`config.mk`:
```
export PLATFORM = sky130hd
export DESIGN_NAME = pong_match_ctrl
export DESIGN_NICKNAME = d
export VERILOG_FILES = /design/src/rtl/pong_match_ctrl.sv
export SDC_FILE = /design/constraint.sdc
export NUM_CORES = 1
export LEC_CHECK = 0
export CORE_MARGIN = 2
export CORE_UTILIZATION = 51
export CTS_CLUSTER_DIAMETER = 120
export CTS_CLUSTER_SIZE = 16
export DETAILED_ROUTE_END_ITERATION = 7
export GPL_ROUTABILITY_DRIVEN = 0
export PLACE_DENSITY = 0.73
export SKIP_CTS_REPAIR_TIMING = 1
export SLEW_MARGIN = 15
export SYNTH_ARGS = -nofsm -noshare
export SYNTH_HDL_FRONTEND = slang
export SYNTH_SLANG_ARGS = --single-unit
export TNS_END_PERCENT = 50
```
`constraint.sdc`:
```
create_clock -name glb_clk -period 3.4 [get_ports glb_clk]
set_input_delay 0.34 -clock glb_clk [delete_from_list [all_inputs] [get_ports glb_clk]]
set_output_delay 0.34 -clock glb_clk [all_outputs]
set_load 0.01 [all_outputs]
```
`src/rtl/pong_match_ctrl.sv`:
```
// Game-flow controller for the tennis playfield core: attract/play/pause/over
// sequencing plus joystick/mouse arbitration into per-frame bat move words.
module pong_match_ctrl #(
   parameter int JOY_SPEED   = 4,
   parameter int MAX_STEP    = 63,
   parameter int IDLE_FRAMES = 1500,
   parameter int OVER_FRAMES = 250,
   parameter int WIN_SCORE   = 15
) (
   input  logic       glb_clk,
   input  logic       reset,
   input  logic       vsync,
   input  logic       key_start,
   input  logic       key_pause,
   input  logic [1:0] joy_l,
   input  logic [1:0] joy_r,
   input  logic [8:0] mouse_l_dy,
   input  logic       mouse_l_stb,
   input  logic [8:0] mouse_r_dy,
   input  logic       mouse_r_stb,
   input  logic [3:0] l_score,
   input  logic [3:0] r_score,
   output logic       game_reset,
   output logic       pause,
   output logic       lbat_human,
   output logic       rbat_human,
   output logic [8:0] lbat_move,
   output logic [8:0] rbat_move,
   output logic [1:0] state
);
   localparam int IDLE_W = $clog2(IDLE_FRAMES + 1);
   localparam int OVER_W = $clog2(OVER_FRAMES + 1);
   localparam logic [IDLE_W-1:0] IDLE_MAX  = IDLE_W'(IDLE_FRAMES);
   localparam logic [IDLE_W-1:0] IDLE_LAST = IDLE_W'(IDLE_FRAMES - 1);
   localparam logic [OVER_W-1:0] OVER_LAST = OVER_W'(OVER_FRAMES - 1);
   localparam logic [3:0]  WIN    = 4'(WIN_SCORE);
   localparam logic [8:0]  JOY_UP = 9'(JOY_SPEED);
   localparam logic [8:0]  JOY_DN = 9'(-JOY_SPEED);
   localparam logic signed [10:0] MAX_P = 11'(MAX_STEP);
   localparam logic signed [10:0] MAX_N = -MAX_P;

   typedef enum logic [1:0] {ATTRACT = 2'd0, PLAY = 2'd1, PAUSED = 2'd2, OVER = 2'd3} phase_t;

   phase_t            cur_state, nxt_state;
   logic              game_reset_nxt;
   logic [1:0]        mask_cnt;
   logic [OVER_W-1:0] over_cnt;
   logic [6:0]        sync1, sync2;
   logic [2:0]        sync_q;
   logic              start_evt, pause_evt, frame_tick;

   function automatic logic signed [9:0] sat_step(input logic signed [10:0] v);
      if (v > MAX_P)      return MAX_P[9:0];
      else if (v < MAX_N) return MAX_N[9:0];
      return v[9:0];
   endfunction

   // Pins are {vsync, start, pause, joy_l, joy_r}; edge pulses land 3 cycles after the pin
   always_ff @(posedge glb_clk or posedge reset) begin
      if (reset) begin
         sync1      <= '0;
         sync2      <= '0;
         sync_q     <= '0;
         start_evt  <= 1'b0;
         pause_evt  <= 1'b0;
         frame_tick <= 1'b0;
      end else begin
         sync1      <= {vsync, key_start, key_pause, joy_l, joy_r};
         sync2      <= sync1;
         sync_q     <= sync2[6:4];
         start_evt  <= sync2[5] & ~sync_q[1];
         pause_evt  <= sync2[4] & ~sync_q[0];
         frame_tick <= sync_q[2] & ~sync2[6];
      end
   end

   // Win outranks pause in PLAY; start outranks pause in PAUSED
   always_comb begin
      nxt_state      = cur_state;
      game_reset_nxt = 1'b0;
      case (cur_state)
         ATTRACT: begin
            if (start_evt) begin
               nxt_state      = PLAY;
               game_reset_nxt = 1'b1;
            end
         end
         PLAY: begin
            if (mask_cnt == 2'd0 && (l_score == WIN || r_score == WIN))
               nxt_state = OVER;
            else if (pause_evt)
               nxt_state = PAUSED;
         end
         PAUSED: begin
            if (start_evt) begin
               nxt_state      = ATTRACT;
               game_reset_nxt = 1'b1;
            end else if (pause_evt) begin
               nxt_state = PLAY;
            end
         end
         OVER: begin
            if (start_evt) begin
               nxt_state      = PLAY;
               game_reset_nxt = 1'b1;
            end else if (frame_tick && over_cnt == OVER_LAST) begin
               nxt_state      = ATTRACT;
               game_reset_nxt = 1'b1;
            end
         end
         default: nxt_state = ATTRACT;
      endcase
   end

   always_ff @(posedge glb_clk or posedge reset) begin
      if (reset) begin
         cur_state  <= ATTRACT;
         game_reset <= 1'b0;
         pause      <= 1'b0;
         mask_cnt   <= '0;
         over_cnt   <= '0;
      end else begin
         cur_state  <= nxt_state;
         game_reset <= game_reset_nxt;
         pause      <= (nxt_state == PAUSED) || (nxt_state == OVER);
         if (game_reset_nxt)
            mask_cnt <= 2'd2;
         else if (frame_tick && mask_cnt != 2'd0)
            mask_cnt <= mask_cnt - 2'd1;
         if (nxt_state != OVER)
            over_cnt <= '0;
         else if (cur_state == OVER && frame_tick)
            over_cnt <= over_cnt + 1'b1;
      end
   end

   for (genvar s = 0; s < 2; s++) begin : g_side
      logic [8:0]        dy;
      logic              stb;
      logic [1:0]        joy;
      logic signed [9:0] acc;
      logic [10:0]       dy_ext, acc_sum;
      logic [8:0]        mv;
      logic [8:0]        move_q;
      logic              human_q;
      logic [IDLE_W-1:0] idle;

      assign dy  = (s == 0) ? mouse_l_dy  : mouse_r_dy;
      assign stb = (s == 0) ? mouse_l_stb : mouse_r_stb;
      assign joy = (s == 0) ? sync2[3:2]  : sync2[1:0];

      // Pending mouse motion beats the joystick; conflicting joystick directions cancel
      always_comb begin
         dy_ext  = {{2{dy[8]}}, dy};
         acc_sum = {acc[9], acc} + dy_ext;
         if (acc != '0)
            mv = acc[8:0];
         else if (joy == 2'b10)
            mv = JOY_UP;
         else if (joy == 2'b01)
            mv = JOY_DN;
         else
            mv = '0;
      end

      always_ff @(posedge glb_clk or posedge reset) begin
         if (reset) begin
            acc     <= '0;
            move_q  <= '0;
            human_q <= 1'b0;
            idle    <= '0;
         end else begin
            if (frame_tick) begin
               acc    <= stb ? sat_step(dy_ext) : '0;
               move_q <= (cur_state == PLAY) ? mv : '0;
            end else if (stb) begin
               acc <= sat_step(acc_sum);
            end
            if (game_reset_nxt || cur_state == ATTRACT) begin
               idle    <= '0;
               human_q <= 1'b0;
            end else if (cur_state == PLAY && frame_tick) begin
               if (mv != '0) begin
                  idle    <= '0;
                  human_q <= 1'b1;
               end else if (idle != IDLE_MAX) begin
                  idle <= idle + 1'b1;
                  if (idle == IDLE_LAST)
                     human_q <= 1'b0;
               end
            end
         end
      end
   end

   assign lbat_move  = g_side[0].move_q;
   assign rbat_move  = g_side[1].move_q;
   assign lbat_human = g_side[0].human_q;
   assign rbat_human = g_side[1].human_q;
   assign state      = cur_state;

endmodule

```
==> impl_summary.log, run 1 <==
INFO  metric p_int = 2.548 mW
INFO  metric vias = 4919
INFO  metric clockPowerShare = 16.3%
INFO  metric number_of_global_route_vias_before_repair = 4716
INFO  metric antenna_left = 0
INFO  metric worstPathBufferInverterCount = 2
INFO  metric yosys_register_bits = 96
INFO  metric crit_arrival = 3220 ps
INFO  metric timing.final.hold_violations = 0
INFO  metric timing.reg2reg.setup_slack = 450 ps
INFO  metric cp_cell_sequence = clkdlybuf4s50_1 > ha_1 > inv_1 > fa_1 > nor2b_4 > o31a_1 > o21ai_0 > xnor2_1 > o2111ai_1 > a221oi_1 > o21ai_1
INFO  metric worst_slew_margin_rel = 39.20%
INFO  metric dp.final_hpwl = 9.837 mm
INFO  metric largest_driver_fanout_on_the_critical_path = 6
INFO  metric place.port_buffers = 60
INFO  metric share_seq_of_total_power = 36.8%
INFO  metric finalWorstPathRequiredPeriod = 2970 ps
INFO  metric startpoint_type = input pin
INFO  metric hp-class = flop to flop
INFO  metric pin_count = 61
INFO  metric remaining_drc_errors = 0
INFO  metric power_switching = 1.722 mW
INFO  metric crit_path_top_delay_cell = sky130_fd_sc_hd__clkdlybuf4s50_1
INFO  metric largest_net_degree_at_the_start_of_global_routing = 53
INFO  metric timing.setup.critical_path_class = input pin to flop
INFO  metric ys_top_cells_by_area = sky130_fd_sc_hd__dfrtp_1 43%, sky130_fd_sc_hd__ha_1 6.4%, sky130_fd_sc_hd__nor2_1 5.3%
INFO  metric synth_edf_count = 0
INFO  metric power_density = 646.9 nW/um2
INFO  metric proportion_of_netlist_area_held_by_the_largest_area_contributor = 42.61%
INFO  metric post_synth_instance_area = 5638 um2
INFO  metric worstSkewPairLatency = 370 ps
INFO  metric max_clock_freq = 0.3367 GHz
INFO  metric status = finished clean
INFO  metric rr_startpoint = g_side[0].acc[0]$_DFFE_PP0P_
INFO  metric worstSetupEndpointType = flop
INFO  metric start_util = 52.24%
INFO  metric power.leakage = 2.780 nW
INFO  metric synthCells = 609
INFO  metric final.hold.worst_slack = 353.8 ps
INFO  metric timing.rr.end = g_side[0].acc[4]$_DFFE_PP0P_
INFO  metric totalNegativeSetupSlack = 0 ps
INFO  metric cts_buffer_depth = 2
INFO  metric timing.critical_path.slowest_cell_delay = 520 ps
INFO  metric clock_skew = 10.91 ps
INFO  metric synth.yosys.seq_area_share = 42.61%
INFO  metric die_w = 109.1 um
INFO  metric worst_setup_path_endpoint = g_side[0].acc[4]$_DFFE_PP0P_
INFO  metric num_antenna_cells = 0
INFO  metric global_route.usage.total = 23.61%
INFO  metric synth.lib_cells_used.distinct = 72
INFO  metric routed_wirelength_normalized_by_instance_count = 16.34 um
INFO  metric grt_first_pass_wirelength = 22.26 mm
INFO  metric die-height = 109.1 um
INFO  metric drive_above_1_share = 5.325%
INFO  metric syn_area_per_cell = 9.258 um2
INFO  metric floorplan.die_area = 11910 um2
INFO  metric area_of_the_multi_input_gates = 3050 um2
INFO  metric vdd_ir_drop_max = 0.4263 mV
INFO  metric cpLargestDelayFamily = compound AO/OA/AOI/OAI gates
INFO  metric grt.overflow.total = 0
INFO  metric clock_root_cell = sky130_fd_sc_hd__clkbuf_8
INFO  metric yosysTopAreaCell = sky130_fd_sc_hd__dfrtp_1
INFO  metric slew_violations = 0
INFO  metric fillCellCount = 906
INFO  metric placementRows = 38
INFO  metric first_pass_iters = 5
INFO  metric detail_route.iter0.violations = 290
INFO  metric ff_latch_area = 2402 um2
INFO  metric worst_setup_hold_path_clk_slew = 90 ps
INFO  metric h-tree-depth = 3
INFO  metric cts_tree = done
INFO  metric period_share = 87.36%
INFO  metric area_growth = 17.09%
INFO  metric clock-sinks = 96
INFO  metric timing.critical_path.depth = 11
INFO  metric crit_path_start = mouse_l_dy[0]
INFO  metric floorplan.core_area = 10790 um2
INFO  metric reg2reg_depth = 10
INFO  metric syn_nets = 677
INFO  metric crit_required = 3650 ps
INFO  metric max_slew.worst_pin.slew = 910.1 ps
INFO  metric ys.flop_type = sky130_fd_sc_hd__dfrtp_1
INFO  metric cts_made_buffers = 9
INFO  metric finish.net_count = 740
INFO  metric route.detailed.vias_per_inst = 6.028
INFO  metric max-cap-violations = 0
INFO  metric synth_async_sr_flop_share = 100.0%
INFO  metric combPwrFrac = 46.8%
INFO  metric number_of_synthesis_warnings = 0
INFO  metric power.share.switching = 40.34%
INFO  metric grt_setup_unrepaired = false
INFO  metric postRouteWirelength = 13.34 mm
INFO  metric finalSetupViolations = 0
INFO  metric antenna_found_initial = 0
## layer usage
| metal | vias up | wire length [um] | global-route usage [%] |
|---|---|---|---|
| li1 | 2351 | - | - |
| met1 | 2399 | 5837 | 30.01 |
| met2 | 146 | 6599 | 40.46 |
| met3 | 23 | 675 | 4.842 |
| met4 | 0 | 224 | 7.234 |
| met5 | - | 0 | 0 |
## registers in the layout, indices dropped and copies added (netlist names)
register     count
frame_tick       1
g_side.acc      20
g_side.idle     22
game_reset       1
lbat_human       1
lbat_move        9
mask_cnt         2
over_cnt         8
pause            1
pause_evt        1
rbat_human       1
rbat_move        9
start_evt        1
state            2
sync1            7
sync2            7
sync_q           3
## kinds of logic (layout without fill, tap and decap cells)
logic type	Yosys count	after routing	share of synthesized area (%)
AND/OR/NAND/NOR	233	233	20.11
adder cells (fa/ha/maj)	31	31	7.146
buffers and inverters	49	116	3.285
AO/OA/AOI/OAI	163	163	20.93
XOR/XNOR	31	31	4.816
multiplexers	6	6	1.110
flip-flops	96	96	42.61
## cells in the mapped netlist (6+ instances only)
cell,n
sky130_fd_sc_hd__dfrtp_1,96
sky130_fd_sc_hd__nor2_1,80
sky130_fd_sc_hd__nand2_1,48
sky130_fd_sc_hd__o21ai_0,40
sky130_fd_sc_hd__inv_1,35
sky130_fd_sc_hd__ha_1,29
sky130_fd_sc_hd__a21oi_1,21
sky130_fd_sc_hd__xor2_1,20
sky130_fd_sc_hd__nor2b_1,18
sky130_fd_sc_hd__nor3_1,18
sky130_fd_sc_hd__nand4_1,14
sky130_fd_sc_hd__o2bb2ai_1,14
sky130_fd_sc_hd__clkbuf_1,13
sky130_fd_sc_hd__nand3_1,13
sky130_fd_sc_hd__xnor2_1,11
sky130_fd_sc_hd__o21a_1,10
sky130_fd_sc_hd__nor4_1,9
sky130_fd_sc_hd__o21ai_1,8
sky130_fd_sc_hd__a211oi_1,7
sky130_fd_sc_hd__and3_1,6
sky130_fd_sc_hd__nand2b_1,6
## power groups by stage
stage / Sequential (mW) / Combinational (mW) / Clock, mW
floorplan: 1.56 / 1.33 / 0
global placement: 1.59 / 1.92 / 0
detailed placement: 1.59 / 1.97 / 0
CTS: 1.57 / 1.98 / 0.722
global route: 1.60 / 2.21 / 0.762
finish: 1.57 / 2.00 / 0.698
## placed cells by master (no fill, tap or decap), types with 5 or more instances in the layout
cell and count:
sky130_fd_sc_hd__dfrtp_1 96, sky130_fd_sc_hd__nor2_1 80, sky130_fd_sc_hd__clkdlybuf4s50_1 60, sky130_fd_sc_hd__nand2_1 48, sky130_fd_sc_hd__o21ai_0 40, sky130_fd_sc_hd__inv_1 34
sky130_fd_sc_hd__ha_1 29, sky130_fd_sc_hd__a21oi_1 21, sky130_fd_sc_hd__xor2_1 20, sky130_fd_sc_hd__nor2b_1 18, sky130_fd_sc_hd__nor3_1 18, sky130_fd_sc_hd__nand4_1 14
sky130_fd_sc_hd__o2bb2ai_1 14, sky130_fd_sc_hd__nand3_1 13, sky130_fd_sc_hd__clkbuf_8 12, sky130_fd_sc_hd__xnor2_1 11, sky130_fd_sc_hd__o21a_1 10, sky130_fd_sc_hd__nor4_1 9
sky130_fd_sc_hd__o21ai_1 8, sky130_fd_sc_hd__a211oi_1 7, sky130_fd_sc_hd__and3_1 6, sky130_fd_sc_hd__nand2b_1 6, sky130_fd_sc_hd__buf_4 5
## layout make-up
type	count	share of cell area (%)
clock buffer	13	2.559
clock inverter	2	0.2085
inverter	35	2.009
multi-input combinational	464	46.21
sequential	96	36.39
tap	140	2.654
timing repair buffer	66	9.970
## per-stage QoR
| step | power, mW | util (%) | instance area [um2] | setup slack [ps] | cells |
|---|---|---|---|---|---|
| 5_1_grt | 4.577 | 61.16 | 6601 | 205.6 | 816 |
| 3_3_place_gp | 3.505 | 59.47 | 6419 | 238.8 | 801 |
| 4_1_cts | 4.274 | 61.16 | 6601 | 482.1 | 816 |
| 2_1_floorplan | 2.887 | - | 5638 | 554.6 | 609 |
| 6_report | 4.270 | 61.16 | 6601 | 429.7 | 816 |
| 3_5_place_dp | 3.560 | 59.47 | 6419 | 106.2 | 801 |
## worst min-delay path by stage
stage / cells past startpoint / to / slack, ps / from
6_report: 0 / sync2[3]$_DFF_PP0_ / 350 / sync1[3]$_DFF_PP0_
5_1_grt: 0 / sync2[3]$_DFF_PP0_ / 370 / sync1[3]$_DFF_PP0_
4_1_cts: 0 / sync2[2]$_DFF_PP0_ / 350 / sync1[2]$_DFF_PP0_
3_5_place_dp: 0 / sync2[2]$_DFF_PP0_ / 330 / sync1[2]$_DFF_PP0_
3_3_place_gp: 0 / sync2[0]$_DFF_PP0_ / 330 / sync1[0]$_DFF_PP0_
2_1_floorplan: 0 / sync2[0]$_DFF_PP0_ / 330 / sync1[0]$_DFF_PP0_
Note: power is estimated with default switching activity, not from simulation.
==> inputs of run 2 (changes only) <==
- GPL_TIMING_DRIVEN: default -> 0
==> run 2 against run 1 <==
  * Sequential power is essentially flat
  * Total power shrank 0.36%
  * First-iteration DRC count grew 32%
  * Sequential cell count is the same
  * Sequential share of layout area shrank 0.15 points
  * Design area grew 0.42%
  * Global-route usage grew 0.30 points
  * Combinational power is essentially flat
  * Utilization grew 0.26 points
  * Critical endpoint is now g_side[1].acc[0]$_DFFE_PP0P_
  * Largest cell class unchanged
  * Highest routed layer unchanged
==> impl_summary.log, run 2 (synthesized netlist as in run 1, its figures left out) <==
INFO  metric status = finished clean
INFO  metric max_slew.worst_pin.slew = 929.9 ps (+19.82 ps)
INFO  metric clockPowerShare = 16.7% (+0.4 points)
INFO  metric num_antenna_cells = 0 (unchanged)
INFO  metric antenna_found_initial = 0 (unchanged)
INFO  metric register_ranked_first_by_flip_flop_count = g_side.idle
INFO  metric worstSkewPairLatency = 370 ps (about the same)
INFO  metric timing.final.hold_violations = 0 (unchanged)
INFO  metric clock_skew = 15.30 ps (+4.394 ps)
INFO  metric p_int = 2.497 mW (-2.0%)
INFO  metric timing.reg2reg.setup_slack = 330 ps (-120 ps)
INFO  metric floorplan.core_area = 10790 um2 (unchanged)
INFO  metric pin_count = 61 (unchanged)
INFO  metric routed_wirelength_normalized_by_instance_count = 15.97 um (-2.3%)
INFO  metric vias = 4906 (-0.26%)
INFO  metric crit_path_top_delay_cell = sky130_fd_sc_hd__clkdlybuf4s50_1
INFO  metric power.share.switching = 41.32% (+0.98 points)
INFO  metric start_util = 52.24% (unchanged)
INFO  metric finalCoreUtilization = 61.42% (+0.26 points)
INFO  metric fillCellCount = 940 (+3.8%)
INFO  metric crit_arrival = 3410 ps (+190 ps)
INFO  metric cp_cell_sequence = clkdlybuf4s50_1 > ha_1 > inv_1 > fa_1 > nand2b_1 > a21oi_1 > o311ai_0 > a31o_2 > a32oi_1 > or3b_2 > a2bb2oi_1
INFO  metric cts_tree = done
INFO  metric reg2reg_depth = 10 (unchanged)
INFO  metric max_clock_freq = 0.3210 GHz (-4.6%)
INFO  metric vdd_ir_drop_max = 0.2959 mV (-31%)
INFO  metric floorplan.die_area = 11910 um2 (unchanged)
INFO  metric hp-class = input pin to async pin
INFO  metric largestRegisters = g_side.idle (22), g_side.acc (20)
INFO  metric global_route.usage.total = 23.91% (+0.30 points)
INFO  metric largest_register_ffs = 22 (unchanged)
INFO  metric grt_setup_unrepaired = false
INFO  metric area_growth = 17.58%
INFO  metric worst_slack_at_placement = -79.47 ps (-185.7 ps)
INFO  metric combPwrFrac = 46.8% (about the same)
INFO  metric dp.final_hpwl = 9.960 mm (+1.3%)
INFO  metric worstSetupEndpointType = flop
INFO  metric most-common-layout-cells = 96 x sky130_fd_sc_hd__dfrtp_1, 80 x sky130_fd_sc_hd__nor2_1, 60 x sky130_fd_sc_hd__clkdlybuf4s50_1
INFO  metric power.leakage = 2.780 nW (about the same)
INFO  metric remaining_drc_errors = 0 (unchanged)
INFO  metric postRouteWirelength = 13.19 mm (-1.1%)
INFO  metric finalSetupViolations = 0 (unchanged)
INFO  metric first_pass_iters = 5 (unchanged)
INFO  metric timing.setup.critical_path_class = input pin to flop
INFO  metric cpLargestDelayFamily = compound AO/OA/AOI/OAI gates
INFO  metric max-cap-violations = 0 (unchanged)
INFO  metric drive_above_1_share = 4.956% (-0.37 points)
INFO  metric finish.net_count = 749 (+1.2%)
INFO  metric worst_slew_margin_rel = 37.87% (-1.3 points)
INFO  metric place.port_buffers = 60 (unchanged)
INFO  metric number_of_global_route_vias_before_repair = 4764 (+1.0%)
INFO  metric share_seq_of_total_power = 36.5% (-0.3 points)
INFO  metric crit_path_start = mouse_r_dy[0]
INFO  metric startpoint_type = input pin
INFO  metric die_w = 109.1 um (unchanged)
INFO  metric timing.rr.end = g_side[0].acc[1]$_DFFE_PP0P_
INFO  metric rr_startpoint = g_side[0].acc[0]$_DFFE_PP0P_
INFO  metric most_frequent_standard_cell_in_the_layout_excluding_fill_and_tap_cells = sky130_fd_sc_hd__dfrtp_1
INFO  metric route.detailed.vias_per_inst = 5.939 (-1.5%)
INFO  metric largest_driver_fanout_on_the_critical_path = 6 (unchanged)
INFO  metric power_switching = 1.758 mW (+2.1%)
INFO  metric period_share = 91.62% (+4.3 points)
INFO  metric cts_buffer_depth = 2 (unchanged)
INFO  metric placementRows = 38 (unchanged)
INFO  metric grt.overflow.total = 0 (unchanged)
INFO  metric crit_required = 3690 ps (+40 ps)
INFO  metric h-tree-depth = 3 (unchanged)
INFO  metric antenna_left = 0 (unchanged)
INFO  metric postLayoutSetupSlackWorst = 284.9 ps (-144.8 ps)
INFO  metric timing.critical_path.depth = 11 (unchanged)
INFO  metric slew_violations = 0 (unchanged)
INFO  metric timing.critical_path.slowest_cell_delay = 530 ps (about the same)
INFO  metric die-height = 109.1 um (unchanged)
INFO  metric clock-sinks = 96 (unchanged)
INFO  metric power_density = 641.9 nW/um2 (-0.77%)
INFO  metric finalWorstPathRequiredPeriod = 3115 ps (+144.8 ps)
INFO  metric worst_setup_path_endpoint = g_side[1].acc[0]$_DFFE_PP0P_
INFO  metric clock_root_cell = sky130_fd_sc_hd__clkbuf_8
INFO  metric grt_first_pass_wirelength = 22.52 mm (+1.2%)
INFO  metric worstPathBufferInverterCount = 2 (unchanged)
INFO  metric largest_net_degree_at_the_start_of_global_routing = 60 (+13%)
INFO  metric worst_setup_hold_path_clk_slew = 100 ps (about the same)
INFO  metric detail_route.iter0.violations = 384 (+32%)
INFO  metric cts_made_buffers = 9 (unchanged)
==> run 2: cell count changes in the layout (fill, tap and decap cells not counted), sizes merged <==
cell      before  now
inv           34   40
buf            6    2
clkinvlp       0    1
clkinv         3    1
clkbuf        13   22
==> run 2: how the worst min path moves through the flow <==
| stage | cells after the start | slack [ps] | end |
|---|---|---|---|
| 2_1_floorplan | 0 | 330 | sync2[0]$_DFF_PP0_ |
| 4_1_cts | 2 | 340 | sync1[6]$_DFF_PP0_ |
| 6_report | 2 | 350 | sync1[6]$_DFF_PP0_ |
| 5_1_grt | 0 | 360 | sync2[0]$_DFF_PP0_ |
| 3_5_place_dp | 0 | 340 | sync2[0]$_DFF_PP0_ |
| 3_3_place_gp | 0 | 330 | sync2[3]$_DFF_PP0_ |
==> run 2: cell type report <==
cell class	count	area [um2]	share of cell area, %
Multi-Input combinational cell	464	3050	46.02
Clock buffer	9	123.9	1.869
Tap cell	140	175.2	2.643
Timing Repair Buffer	61	628.1	9.475
Sequential cell	96	2402	36.24
Clock inverter	7	61.31	0.9249
Inverter	35	133.9	2.020
Buffer	14	53.80	0.8116
==> run 2: power by group through the flow <==
stage | logic (mW) | clock network [mW] | registers (mW)
after floorplan | 1.33 | 0 | 1.56
after global placement | 1.91 | 0 | 1.57
after detailed placement | 1.97 | 0 | 1.57
after CTS | 1.98 | 0.738 | 1.55
after global routing | 2.21 | 0.791 | 1.58
final | 1.99 | 0.713 | 1.55
==> run 2: layer usage <==
metal  share of wire, %  track usage [%]
met5                  0                0
met4                1.4            6.410
met3                4.8            4.184
met2                 49            40.11
met1                 45            32.01
==> run 2: through the flow <==
stage | setup TNS [ps] | cell area, um2 | std cells | hold WS, ps | power [mW]
detailed placement | -118.4 | 6444 | 810 | 335.5 | 3.540
floorplan | 0 | 5638 | 609 | 331.2 | 2.887
global route | 0 | 6629 | 826 | 362.0 | 4.588
global placement | -74600 | 6414 | 809 | 331.8 | 3.476
finish | 0 | 6629 | 826 | 346.3 | 4.255
CTS | 0 | 6629 | 826 | 341.3 | 4.274
==> run 2: worst reg2reg max path, stage by stage (launching register included) <==
cell                       delay (ps)
sky130_fd_sc_hd__dfrtp_1          460
sky130_fd_sc_hd__ha_1             250
sky130_fd_sc_hd__inv_1             90
sky130_fd_sc_hd__fa_1             260
sky130_fd_sc_hd__nor2b_4           60
sky130_fd_sc_hd__o31a_1           300
sky130_fd_sc_hd__or4b_1           490
sky130_fd_sc_hd__o311a_2          180
sky130_fd_sc_hd__o41ai_4          530
sky130_fd_sc_hd__o221ai_2         160
sky130_fd_sc_hd__o21ai_1          210
